==> config.mk <==
export PLATFORM = sky130hd
export DESIGN_NAME = fetch_unit
export DESIGN_NICKNAME = d
export VERILOG_FILES = /design/src/rtl/fetch_unit.sv
export SDC_FILE = /design/constraint.sdc
export NUM_CORES = 1
export LEC_CHECK = 0
export BUFFER_PORTS_ARGS = -buffer_cell sky130_fd_sc_hd__buf_4
export CAP_MARGIN = 20
export CORE_MARGIN = 3
export CORE_UTILIZATION = 35
export CTS_BUF_LIST = sky130_fd_sc_hd__clkbuf_4 sky130_fd_sc_hd__clkbuf_8
export DETAILED_ROUTE_END_ITERATION = 16
export GPL_ROUTABILITY_DRIVEN = 0
export GPL_TIMING_DRIVEN = 0
export PLACE_DENSITY_LB_ADDON = 0.3
export RECOVER_POWER = 25
export SYNTH_ARGS = -nofsm -noshare
export SYNTH_HDL_FRONTEND = slang
export SYNTH_SLANG_ARGS = --single-unit
==> constraint.sdc <==
create_clock -name clk -period 9.2 [get_ports clk]
set_input_delay 1.84 -clock clk [delete_from_list [all_inputs] [get_ports clk]]
set_output_delay 1.84 -clock clk [all_outputs]
set_load 0.01 [all_outputs]
==> src/rtl/fetch_unit.sv <==
// Instruction fetch stage: issues word reads for generated PCs and
// buffers returned instructions in a 2-entry FIFO toward decode.
module fetch_unit #(
    parameter int PCLEN  = 10,
    parameter int IWIDTH = 32
) (
    input  logic              clk,
    input  logic              rst_n,
    input  logic [PCLEN-1:0]  pc_in,
    input  logic              pc_valid,
    output logic              pc_take,
    output logic              mem_req,
    output logic [PCLEN-1:0]  mem_addr,
    input  logic              mem_ack,
    input  logic [IWIDTH-1:0] mem_rdata,
    input  logic              flush,
    output logic              if_valid,
    input  logic              if_ready,
    output logic [IWIDTH-1:0] if_instr,
    output logic [PCLEN-1:0]  if_pc,
    output logic              busy
);

    typedef enum logic [1:0] {
        IDLE = 2'd0,
        REQ  = 2'd1,
        DROP = 2'd2
    } state_t;

    state_t             state_q, state_d;
    logic               req_q, req_d;
    logic [PCLEN-1:0]   addr_q, addr_d;
    logic [PCLEN-1:0]   pc_q, pc_d;

    logic [IWIDTH-1:0]  qi_q [2];
    logic [PCLEN-1:0]   qp_q [2];
    logic               wptr_q, rptr_q;
    logic [1:0]         cnt_q;

    logic               pop;
    logic               push;
    logic               launch;
    logic [1:0]         cnt_pop;

    // Handshake events seen by the queue this cycle
    always_comb begin
        pop     = (cnt_q != 2'd0) && if_ready;
        push    = (state_q == REQ) && mem_ack && !flush;
        cnt_pop = cnt_q - {1'b0, pop};
    end

    // Next-state logic: launch, back-to-back relaunch, flush draining
    always_comb begin
        state_d = state_q;
        req_d   = req_q;
        addr_d  = addr_q;
        pc_d    = pc_q;
        launch  = 1'b0;
        unique case (state_q)
            IDLE: begin
                if (pc_valid && !flush && cnt_pop <= 2'd1) begin
                    launch = 1'b1;
                end
            end
            REQ: begin
                if (flush) begin
                    if (mem_ack) begin
                        state_d = IDLE;
                        req_d   = 1'b0;
                    end else begin
                        state_d = DROP;
                    end
                end else if (mem_ack) begin
                    // post-push count is cnt_pop + 1, so relaunch needs cnt_pop == 0
                    if (pc_valid && cnt_pop == 2'd0) begin
                        launch = 1'b1;
                    end else begin
                        state_d = IDLE;
                        req_d   = 1'b0;
                    end
                end
            end
            DROP: begin
                if (mem_ack) begin
                    state_d = IDLE;
                    req_d   = 1'b0;
                end
            end
            default: begin
                state_d = IDLE;
                req_d   = 1'b0;
            end
        endcase
        if (launch) begin
            state_d = REQ;
            req_d   = 1'b1;
            addr_d  = {pc_in[PCLEN-1:2], 2'b00};
            pc_d    = pc_in;
        end
    end

    // Request state registers
    always_ff @(posedge clk) begin
        if (!rst_n) begin
            state_q <= IDLE;
            req_q   <= 1'b0;
            addr_q  <= '0;
            pc_q    <= '0;
        end else begin
            state_q <= state_d;
            req_q   <= req_d;
            addr_q  <= addr_d;
            pc_q    <= pc_d;
        end
    end

    // Two-entry instruction FIFO; flush empties it and drops any push
    always_ff @(posedge clk) begin
        if (!rst_n) begin
            cnt_q  <= 2'd0;
            wptr_q <= 1'b0;
            rptr_q <= 1'b0;
        end else if (flush) begin
            cnt_q  <= 2'd0;
            wptr_q <= 1'b0;
            rptr_q <= 1'b0;
        end else begin
            if (push) begin
                qi_q[wptr_q] <= mem_rdata;
                qp_q[wptr_q] <= pc_q;
                wptr_q       <= ~wptr_q;
            end
            if (pop) begin
                rptr_q <= ~rptr_q;
            end
            cnt_q <= cnt_q + {1'b0, push} - {1'b0, pop};
        end
    end

    // The launch rule reserves a slot, so a push never meets a full queue
    always_ff @(posedge clk) begin
        if (rst_n) begin
            assert (!(push && cnt_q == 2'd2));
        end
    end

    // Output views of state and queue head
    always_comb begin
        pc_take  = launch && rst_n;
        mem_req  = req_q;
        mem_addr = addr_q;
        busy     = (state_q != IDLE);
        if_valid = (cnt_q != 2'd0);
        if_instr = if_valid ? qi_q[rptr_q] : '0;
        if_pc    = if_valid ? qp_q[rptr_q] : '0;
    end

endmodule

## Yosys cells after proc, flatten, opt, wreduce, memory -nomap -nowiden

Memory sizes are Yosys's and may differ from the RTL's. A register that Yosys moved wholly into a read port is not among the register bits.
Cells that the tools add are included.

| word-level totals | value |
|---|---|
| flip-flop bits (word level) | 25 |
| RAM bits | 84 |
| bits of input ports | 48 |
| output and inout bits | 56 |
| memories | 2 |

Memories:

| memory | depth | width | rd ports | clocked after Yosys merged registers in | wr ports | RTL line | source |
|---|---|---|---|---|---|---|---|
| qi_q | 2 | 32 | 1 | 1 | 1 | 35 | `logic [IWIDTH-1:0] qi_q [2];` |
| qp_q | 2 | 10 | 1 | 1 | 1 | 36 | `logic [PCLEN-1:0] qp_q [2];` |

| operators by class | value |
|---|---|
| add/sub/neg operators | 3 |
| order comparisons | 1 |
| equal/unequal tests | 9 |
| mux-type cells | 28 |
| bitwise gates (word level) | 4 |
| reductions and logical operators | 17 |

Operator list:

| operator | count |
|---|---|
| $mux 32 | 1 |
| $mux 1 | 18 |
| $mux 10 | 1 |
| $mux 2 | 5 |
| $ne 3x3->1 const B | 3 |
| $ne 4x4->1 const B | 2 |
| $reduce_and 4->1 | 2 |
| $logic_and 1x1->1 | 7 |
| $pmux 2 s3 | 1 |
| $logic_not 2->1 | 2 |
| $ne 2x2->1 const B | 2 |
| $not 1->1 | 4 |
| $reduce_bool 2->1 | 2 |
| $reduce_or 2->1 | 2 |
| $sub 2x1->2 | 2 |
| $pmux 1 s3 | 1 |
| $reduce_and 3->1 | 1 |
| $add 2x1->2 | 1 |
| $eq 2x1->1 const B | 1 |
| $eq 2x2->1 const B | 1 |
| $le 2x1->1 const B | 1 |
| $pmux 1 s2 | 1 |
| $logic_not 1->1 | 1 |

## Longest topological paths before layout

| logic depth | value |
|---|---|
| word-level depth | 11 |
| depth in mapped cells | 9 |

## Least setup slack after synthesis

OpenSTA, ideal clock, no wires.

| timing path | value |
|---|---|
| kind | input port to flip-flop |
| from | in flush |
| to | mem qi_q[0][0] (enable) |
| setup time | 494 ps |
| arrival time | 4,999 ps |
| required time | 8,706 ps |
| setup slack | 3,708 ps |
| stages on the path | 2 |
| cells stage by stage | nand3b_1 > nor3_1 |

| between the ends | value |
|---|---|
| cells in the longest elaborated chain, start to end | 6 |

RTL lines:

| item | RTL line | source |
|---|---|---|
| start, declared | 16 | `input logic flush,` |
| $logic_not 1->1 | 48 | `push = (state_q == REQ) && mem_ack && !flush;` |
| $logic_and 1x1->1 | 48 |  |
| $mux 1 | 128 | `if (push) begin` |
| $mux 1 * | 123 | `end else if (flush) begin` |
| $mux 1 * | 119 | `if (!rst_n) begin` |
| $mux 1 (not written as such) * | 129 | `qi_q[wptr_q] <= mem_rdata;` |
| end, declared | 35 |  |

Every way passes the cells marked *; elsewhere a longest branch is shown, timed or not.

## Worst setup path after layout

| timing path | value |
|---|---|
| from | in if_ready |
| to | out pc_take |

| between the ends | value |
|---|---|
| cells in the longest elaborated chain, start to end | 9 |
| elaborated cells on any way between the ends | 12 |
| those cells by class | 1 x add/sub; 1 x order compare; 5 x mux; 5 x reduce/logical |

RTL lines:

| item | RTL line | source |
|---|---|---|
| start, declared | 18 | `input logic if_ready,` |
| $logic_and 1x1->1 * | 47 | `pop = (cnt_q != 2'd0) && if_ready;` |
| net pop | 40 | `logic pop;` |
| $sub 2x1->2 * | 49 | `cnt_pop = cnt_q - {1'b0, pop};` |
| $logic_not 2->1 | 75 | `if (pc_valid && cnt_pop == 2'd0) begin` |
| $logic_and 1x1->1 | 75 |  |
| $mux 1 | 75 |  |
| $mux 1 | 73 | `end else if (mem_ack) begin` |
| $mux 1 | 66 | `if (flush) begin` |
| $pmux 1 s2 * | 59 | `unique case (state_q)` |
| $logic_and 1x1->1 * | 149 | `pc_take = launch && rst_n;` |
| end, declared | 11 | `output logic pc_take,` |

The timed path passes the listed nets; every way through them passes the cells marked *.

==> results.ini <==
[place]
hpwl_microns=5790
pre_cts_slack_ps=3960
io_buffers=101

[yosys]
yosysSeqAreaShare_pct=71.1
synth-edff-count=84
syn_area_sq_um=4050
yosysUniqueCellTypes=32
ys.flop_type=edfxtp_1
synth-seq-cells=102
ys_async_sr_fraction_pct=0
avgSynthCellArea_sq_um=15.1
ys_warn_count=0
synthCells=269

[critical_path]
startpoint=if_ready
r2r_start=cnt_q[1]
start_kind=input pin
required_ps=7360
path_class=input pin to output port
r2r_cells=8
r2r-end=state_q[1]
reg2reg_slack_ps=6610
arrival_ps=3390
worst_setup_path_end_kind=output port
path_max_fanout=10

[global_routing]
grt_use_total_pct=12.9
grt_max_degree=16
grt_pass1_vias=2523
antenna_found_initial=0
grt_overflow=0
grt_pass1_wl_microns=12800

[sta]
drv_slew=0
fin_crit_sh_pct=56.8
max_freq_mhz=191
setup_viol=0
finalClockSkew_ps=8.15
grt_setup_unrepaired=false
setup_slack_ps=3970
hold_violations=0
fin_crit_ps=5230
slew_headroom_pct=58.0
worst_pin_slew_ps=627
tns_ps=0

[finish]
multi_input_area_sq_um=1020
final_common_cell=buf_4
final_cell_mix=buf_4, edfxtp_1, nor2_1, mux2i_1, clkbuf_4
layout.nets=444
n_antenna_cell=0
area_growth_pct=29.6
drive_gt1_share_pct=35.7
regArea_sq_um=2880
n_fill_cell=1027

[min_path]
hold_path_end=qp_q[1][0]
worstHoldPathCells=0
holdCritStartpoint=pc_q[0]
hold_path.class=register to register

[clocking]
cts_max_level=3
cts-root-buf=clkbuf_8
clkLatencyLatePin_ps=360
cts_buffers=9
hold_buffers=0
cts_tree=yes
clk_path_buf_depth=2
clk_pin_slew_ps=90
clock_sinks=102
ctsResizeCount=0
cts_setup_buffers=0

[drt]
vias=2419
drt_first_iter_violations=106
drt-total-wl_microns=7890
wl_per_cell_microns=14.8
viasPerCell=4.52
drc=0
drt_first_pass_iters=4
antenna_left=0

[floorplan]
dieArea_sq_um=12900
num_rows=38
num_io_pins=104
die_h_microns=114
start_util_pct=36.6
die_w_microns=114
core_area_sq_um=11100

[power]
ir_drop_mv=0.0780
p_per_area_nw_per_um2=160
finalPower_mw=0.840
leakage_nw=1.99

[status]
outcome=complete, no violations

[run]
maxCapViolCount=0

[final cells by class]
| class | instances | area share [%] |
|---|---|---|
| clock buffer | 11 | 2.64 |
| buffer | 20 | 2.38 |
| tap | 140 | 3.33 |
| clock inverter | 5 | 0.953 |
| multi-input combinational | 139 | 19.5 |
| sequential | 102 | 54.9 |
| timing repair buffer | 109 | 15.7 |
| inverter | 9 | 0.643 |
[synthesized netlist by cell type (3+ instances only)]
master / n / share of area [%]
edfxtp_1: 84 / 62
nor2_1: 49 / 4.5
mux2i_1: 43 / 11
dfxtp_1: 18 / 8.9
a22o_1: 10 / 2.2
buf_4: 10 / 1.9
inv_1: 9 / 0.83
ha_1: 6 / 1.9
clkbuf_1: 5 / 0.46
buf_2: 4 / 0.49
nand2_1: 3 / 0.28
xnor2_1: 3 / 0.65
[stage by stage]
step,std cells,hold slack (ps),instance area [sq um],util (%)
after CTS,535,472,5270,47.6
after detailed placement,519,449,5080,45.9
after global routing,535,485,5250,47.4
after floorplan,270,426,4060,-
final,535,466,5250,47.4
after global placement,511,441,4990,45.0
[worst max-delay path: stages]
cell and delay (ps):
buf_4 100, and2_1 170, ha_1 200, xor2_1 150, o32ai_2 410, and2_4 240, buf_6 150, buf_4 130
[cells by family (layout without fill, tap and decap cells)]
family | after synthesis | count (layout) | synth area share (%)
adders and majority gates | 6 | 6 | 1.85
other | 1 | 2 | 0.0925
buffers and inverters | 29 | 154 | 3.92
and+or+nand+nor | 66 | 66 | 7.22
xor gates and xnor gates | 5 | 5 | 1.08
AOI/OAI and AO/OA | 17 | 17 | 4.08
DFF | 102 | 102 | 71.1
muxes | 43 | 43 | 10.6
[layer usage]
| metal | part of all wire [%] | global-route usage [%] | vias to the layer above |
|---|---|---|---|
| met4 | 1.1 | 5.29 | 0 |
| met5 | 0 | 0 | - |
| met1 | 41 | 15.4 | 1151 |
| met2 | 51 | 21.7 | 63 |
| met3 | 6.3 | 3.77 | 4 |
| li1 | - | - | 1201 |
[report_power, final]
group	switching, mW	total (mW)	internal, mW
sequential	0.00391	0.509	0.505
clock	0.142	0.271	0.130
combinational	0.0273	0.0595	0.0322
total	0.173	0.840	0.667
[worst max path at each step]
stage,to,slack [ps]
CTS,pc_take,3960
finish,pc_take,3970
detailed placement,pc_take,3960
global placement,qi_q[0][9],1490
floorplan,qi_q[0][0],3710
global route,pc_take,3860
[flip-flops by register name, summed over array words and instances, names as in the netlist, named ones only]
name     flops
cnt_q        2
qp_q        20
mem_req      1
pc_q        10
rptr_q       1
qi_q        64
state_q      2
wptr_q       1
(Power assumes the default switching activity.)
